===== config.mk =====
export PLATFORM = sky130hd
export DESIGN_NAME = tick_gen
export DESIGN_NICKNAME = d
export VERILOG_FILES = /design/src/rtl/tick_gen_pkg.sv /design/src/rtl/tick_div_stage.sv /design/src/rtl/tick_gen.sv
export SDC_FILE = /design/constraint.sdc
export NUM_CORES = 1
export LEC_CHECK = 0
export CAP_MARGIN = 10
export CORE_MARGIN = 8
export CORE_UTILIZATION = 40
export DETAILED_ROUTE_END_ITERATION = 10
export HOLD_SLACK_MARGIN = 0.08
export SLEW_MARGIN = 30
export SYNTH_ARGS = -nofsm -noshare
export SYNTH_HDL_FRONTEND = slang
export SYNTH_HIERARCHICAL = 1
export SYNTH_SLANG_ARGS = --single-unit

===== constraint.sdc =====
create_clock -name clk -period 5.9 [get_ports clk]
set_input_delay 1.18 -clock clk [delete_from_list [all_inputs] [get_ports clk]]
set_output_delay 1.18 -clock clk [all_outputs]
set_load 0.005 [all_outputs]

===== src/rtl/tick_gen_pkg.sv =====
// tick_gen_pkg: shared constants for the tick generator timebase.
//   RW_DEF, NCH_DEF, RATIOS_DEF : default ratio field width, channel count and
//                                 ratio vector (ch0=1, ch1=10, ch2=100)
//   CLK_HZ_DEF, BASE_HZ_DEF     : default board clock and prescaler tick rate
//   ratio_prod()                : product of ratios for channels 0..last, so
//                                 tick[last] period = PRE * ratio_prod(...)
package tick_gen_pkg;

    localparam int unsigned RW_DEF        = 16;
    localparam int unsigned NCH_DEF       = 3;
    localparam logic [NCH_DEF*RW_DEF-1:0] RATIOS_DEF = {16'd100, 16'd10, 16'd1};
    localparam int unsigned CLK_HZ_DEF    = 24_000_000;
    localparam int unsigned BASE_HZ_DEF   = 1000;
    localparam int unsigned RATIO_VEC_MAX = 1024;

    function automatic longint unsigned ratio_prod(
        input logic [RATIO_VEC_MAX-1:0] ratios,
        input int unsigned              rw,
        input int unsigned              last
    );
        longint unsigned          p;
        longint unsigned          mask;
        logic [RATIO_VEC_MAX-1:0] sh;
        p    = 64'd1;
        mask = (rw >= 64) ? '1 : ((64'd1 << rw) - 64'd1);
        for (int unsigned i = 0; i <= last; i++) begin
            sh = ratios >> (i * rw);
            p  = p * (sh[63:0] & mask);
        end
        return p;
    endfunction

endpackage


===== src/rtl/tick_div_stage.sv =====
// tick_div_stage: one cascaded divider channel of tick_gen.
//   clk, rst (sync, active-high), clr (sync restart)
//   up_wrap : wrap strobe of the upstream stage (or prescaler)
//   wrap    : combinational wrap of this stage (upstream wrap && last count)
//   cp      : toggle clock, flips on every wrap; only built when the macro
//             TICK_GEN_CP_EN is defined, otherwise tied to 0.
// Parameter RATIO: number of upstream wraps per wrap of this stage (>= 1).
module tick_div_stage
    import tick_gen_pkg::*;
#(
    parameter int unsigned RATIO = 1
) (
    input  logic clk,
    input  logic rst,
    input  logic clr,
    input  logic up_wrap,
    output logic wrap,
    output logic cp
);

    localparam int unsigned    CW   = (RATIO > 1) ? $clog2(RATIO) : 1;
    localparam logic [CW-1:0]  LAST = CW'(RATIO - 1);

    if (RATIO < 1) begin : g_ratio_chk
        $error("tick_div_stage: RATIO must be >= 1");
    end

    logic [CW-1:0] cnt;

    // With RATIO=1 LAST is 0, so cnt never leaves 0 and wrap == up_wrap.
    assign wrap = up_wrap && (cnt == LAST);

    always_ff @(posedge clk) begin
        if (rst || clr) begin
            cnt <= '0;
        end else if (up_wrap) begin
            cnt <= wrap ? '0 : cnt + 1'b1;
        end
    end

`ifdef TICK_GEN_CP_EN
    always_ff @(posedge clk) begin
        if (rst || clr) begin
            cp <= 1'b0;
        end else if (wrap) begin
            cp <= ~cp;
        end
    end
`else
    assign cp = 1'b0;
`endif

endmodule


===== src/rtl/tick_gen.sv =====
// tick_gen: multi-channel tick generator (prescaler + NCH cascaded dividers).
//   clk    : system clock
//   rst    : synchronous active-high reset (clears everything incl. uptime)
//   en     : count enable; all counters hold while low, tick reads 0
//   clr    : synchronous restart of prescaler and channels; uptime kept
//   tick   : one-cycle strobe per channel, registered from the wrap vector
//   cp     : per-channel toggle clock (only with TICK_GEN_CP_EN, else 0)
//   uptime : count of tick[NCH-1] pulses, wraps modulo 2^UW
// Optional feature macro: TICK_GEN_CP_EN.
module tick_gen
    import tick_gen_pkg::*;
#(
    parameter int unsigned        CLK_HZ  = CLK_HZ_DEF,
    parameter int unsigned        BASE_HZ = BASE_HZ_DEF,
    parameter int unsigned        NCH     = NCH_DEF,
    parameter int unsigned        RW      = RW_DEF,
    parameter logic [NCH*RW-1:0]  RATIOS  = RATIOS_DEF,
    parameter int unsigned        UW      = 16
) (
    input  logic          clk,
    input  logic          rst,
    input  logic          en,
    input  logic          clr,
    output logic [NCH-1:0] tick,
    output logic [NCH-1:0] cp,
    output logic [UW-1:0]  uptime
);

    localparam int unsigned   PRE      = CLK_HZ / BASE_HZ;
    localparam int unsigned   PW       = (PRE > 1) ? $clog2(PRE) : 1;
    localparam logic [PW-1:0] PRE_LAST = PW'(PRE - 1);

    if (PRE < 2) begin : g_pre_chk
        $error("tick_gen: CLK_HZ/BASE_HZ must be >= 2");
    end

    logic [PW-1:0]  pcnt;
    logic           pwrap;
    logic [NCH-1:0] wrap;
    logic [NCH-1:0] up_wrap;

    assign pwrap = en && (pcnt == PRE_LAST);

    for (genvar k = 0; k < NCH; k++) begin : g_ch
        if (k == 0) begin : g_first
            assign up_wrap[k] = pwrap;
        end else begin : g_chain
            assign up_wrap[k] = wrap[k-1];
        end

        tick_div_stage #(
            .RATIO (32'(RATIOS[k*RW +: RW]))
        ) u_stage (
            .clk     (clk),
            .rst     (rst),
            .clr     (clr),
            .up_wrap (up_wrap[k]),
            .wrap    (wrap[k]),
            .cp      (cp[k])
        );
    end

    // clr outranks a coincident wrap: the strobe and uptime step are dropped.
    // While en is low pwrap is 0, so the whole wrap vector is 0 and tick clears.
    always_ff @(posedge clk) begin
        if (rst) begin
            pcnt   <= '0;
            tick   <= '0;
            uptime <= '0;
        end else if (clr) begin
            pcnt   <= '0;
            tick   <= '0;
        end else begin
            tick <= wrap;
            if (en) begin
                pcnt <= pwrap ? '0 : pcnt + 1'b1;
            end
            if (wrap[NCH-1]) begin
                uptime <= uptime + 1'b1;
            end
        end
    end

endmodule

==> parameters.txt <==
Parameter                              Value

Power
  Power, Total    601.9 uW
  Total power per unit cell area    241.8 nW/um2
  Max rail drop VDD    140.7 uV
  Lkg Pwr    0.8666 nW

Timing
  Worst clock skew    8.258 ps
  Final worst slack    1392 ps
  Worst max-slew margin expressed relative to the limit    64.35%
  Hold violation total from the final report    0
  Setup Viol. Count Final    0
  Unrepaired setup endpoints after global routing    no
  Setup Total Neg Slack    0 ps
  Minimum period implied by the final worst setup slack    4508 ps
  Post-Route Hold Slack    498.4 ps
  Slew Limit Fails    0
  Highest Clock Rate    221.8 MHz
  Tightest Pin Transition    533.0 ps
  Share of the clock period used by the worst path    76.40%

Finish
  Post-layout instance area    2490 um2
  Core utilization of the finished layout    48.75%
  Non-Filler Instances    322
  Area delta synth->final    18.17%
  Combined flip-flop and latch cell area    920.9 um2
  Share of post-route cells with drive strength above 1    6.746%
  Number of inserted filler cells in the final layout    501
  Total number of nets in the final design    260
  Multi-input combinational cell area    1101 um2
  Antenna Diode Count    0

Clocking
  Max Buffers Root-to-Sink    2
  Clock Latency Late Sink    300 ps
  Number of sinks driven by the clock tree    46
  TritonCTS clock tree    built
  Clock Tree Root    sky130_fd_sc_hd__clkbuf_8
  Post-cts resize count    0
  H-tree lvl count    2
  Hold_buf cts    0
  Clock-pin slew on the worst setup and hold paths    90 ps
  Post-CTS Setup Bufs    0
  Number of clock buffers inserted by TritonCTS    5

Global routing
  Global-route track usage on met2    17.99%
  Pin count of the biggest net entering global routing    29
  Met1 Track Usage GR    13.18%
  Global-route wire length before repair    6844 um
  GRT Residual Overflow    0
  Top Usage Layer GRT    met2
  Number of antenna violations at the first check in global routing    0
  Total global routing track utilization    11.16%
  Vias in the first global route    1541
  Met3 Track Usage GR    3.807%

Place
  Final Wtd Congestion    0.7699
  Cell count after placement    314
  Sum of net half-perimeters after detailed placement    2821 um
  IO Port Bufs    22
  Post-placement worst setup slack    1035 ps
  Post-detailed-placement cell area    2352 um2

Synth
  Post-synthesis area per instance    9.121 um2
  Register area share after synthesis    43.71%
  Yosys warns    6
  Post-synthesis async set-or-reset flop share    0%
  Register bit count reported by yosys    46
  Count of mapped cells out of synthesis    231
  Cell Area, Synth    2107 um2
  Most instantiated flip-flop cell in the synthesis netlist    sky130_fd_sc_hd__dfxtp_1
  Cell variety after synth    42
  Number of flops mapped to enable cells by yosys    0
  Post-Syn Nets    240

Floorplanning
  Core Rows    26
  I/O pin count    26
  Core Footprint    5107 um2
  Initial Utilization    41.25%
  Total Die Area    7846 um2
  Height of the die    88.58 um
  Die width    88.58 um

Setup path
  Kind of end point of the critical path    register
  Required arrival time at the worst endpoint    6140 ps
  Type of element launching the critical path    input port
  Buffer and inverter count on the worst path    2
  Kind of cell adding the most delay to the critical path    simple AND/OR/NAND/NOR gates
  Max incr delay on CP    590 ps
  Critical path arrival    4740 ps
  Peak fanout along the critical path    8
  CP Class    in2reg
  Slowest library cell on the worst path    sky130_fd_sc_hd__clkdlybuf4s50_1
  Crit-path cells    clkdlybuf4s50_1 -> nand4_2 -> nor4_4 -> nor2b_1 -> nand4b_1 -> inv_1 -> nand4_1 -> nor2_1 -> and4b_1 -> nand3_1 -> or4_1 -> a21oi_1

Detailed routing
  Routed WL per cell    12.43 um
  Via-to-Cell Ratio    5.009
  Number of search-and-repair iterations in the first detailed-routing pass    4
  ANT nets after route    0
  Number of violations reported at the end of detailed-routing iteration 0    104
  Overall routed net length    4004 um
  Number of vias in the routed layout    1613
  Drc violations    0

Job
  Max capacitance violation total    0

Outcome
  Run status    finished, final reports clean

Hold path
  Type of the most critical hold path    reg2reg
-- Yosys cell counts, types with 4 or more instances --
cell / instances / area share (%)
sky130_fd_sc_hd__dfxtp_1: 46 / 44
sky130_fd_sc_hd__nor2_1: 32 / 5.7
sky130_fd_sc_hd__xor2_1: 22 / 9.1
sky130_fd_sc_hd__nand2_1: 18 / 3.2
sky130_fd_sc_hd__nand4_1: 15 / 4.5
sky130_fd_sc_hd__nand3_1: 7 / 1.7
sky130_fd_sc_hd__xnor2_1: 7 / 2.9
sky130_fd_sc_hd__a21oi_1: 6 / 1.4
sky130_fd_sc_hd__nor3_1: 6 / 1.4
sky130_fd_sc_hd__ha_1: 5 / 3.0
sky130_fd_sc_hd__or3_1: 5 / 1.5
sky130_fd_sc_hd__and4_1: 4 / 1.7
sky130_fd_sc_hd__buf_4: 4 / 1.4
sky130_fd_sc_hd__inv_1: 4 / 0.71
sky130_fd_sc_hd__o21ai_0: 4 / 0.95
-- metal layers --
metal	routed length, um	share of wire (%)
met1	1930	48
met2	1837	46
met3	166	4.1
met4	70	1.7
met5	0	0
-- sequential cells by signal (all words and copies together) (netlist names) --
| name | count |
|---|---|
| uptime | 16 |
| pcnt | 15 |
| g_ch.u_stage/cnt | 12 |
| tick | 3 |
-- path summary, 6_finish.rpt --
check                      startpoint             endpoint  slack, ps  cells past startpoint
hold reg to reg   g_ch[0].u_stage/cnt  g_ch[0].u_stage/cnt        500                      1
setup / recovery                   en           uptime[14]       1390                     12
setup reg to reg              pcnt[0]           uptime[14]       2300                     12
hold / removal    g_ch[0].u_stage/cnt  g_ch[0].u_stage/cnt        500                      1
-- cell families (layout without fill, tap and decap cells) --
logic type	Yosys count	in the layout	synth area share, %
buffers and inverters	14	35	4.038
and+or+nand+nor	114	114	30.58
other	3	3	0.5344
muxes	2	2	0.9502
DFF	46	46	43.71
xor gates and xnor gates	29	29	12.05
adders and majority gates	5	5	2.969
AOI/OAI and AO/OA	18	18	5.167
-- power breakdown --
group / total (mW) / internal (mW) / leakage (nW) / switching [mW]
Combinational: 0.0129 / 0.00419 / 0.428 / 0.00868
Sequential: 0.311 / 0.311 / 0.370 / 0.000389
Clock: 0.278 / 0.170 / 0.0683 / 0.108
Total: 0.602 / 0.484 / 0.867 / 0.118
-- layout make-up --
class	count	share of cell area [%]
flip-flops and latches	46	36.98
well taps	70	3.518
inverters	4	0.6030
repair buffers	23	9.146
clock inverters	3	2.764
clock buffers	5	2.764
multi-input cells	171	44.22
-- layout by cell type (no fill, tap or decap), types with 3 or more instances in the layout --
master,synthesis,final
sky130_fd_sc_hd__and4_1,4,4
sky130_fd_sc_hd__dfxtp_1,46,46
sky130_fd_sc_hd__nor2_1,32,32
sky130_fd_sc_hd__nand2b_1,3,3
sky130_fd_sc_hd__xnor2_1,7,7
sky130_fd_sc_hd__a21oi_1,6,6
sky130_fd_sc_hd__clkdlybuf4s50_1,0,22
sky130_fd_sc_hd__nand3_1,7,7
sky130_fd_sc_hd__nor3b_1,3,3
sky130_fd_sc_hd__clkbuf_8,0,5
sky130_fd_sc_hd__xor2_1,22,22
sky130_fd_sc_hd__or3_1,5,5
sky130_fd_sc_hd__nand4_1,15,15
sky130_fd_sc_hd__inv_1,4,4
sky130_fd_sc_hd__nand2_1,18,18
sky130_fd_sc_hd__o21ai_0,4,4
sky130_fd_sc_hd__ha_1,5,5
sky130_fd_sc_hd__nor2b_1,3,3
sky130_fd_sc_hd__conb_1,3,3
sky130_fd_sc_hd__o31ai_1,3,3
sky130_fd_sc_hd__nor3_1,6,6
(Power assumes the default switching activity.)
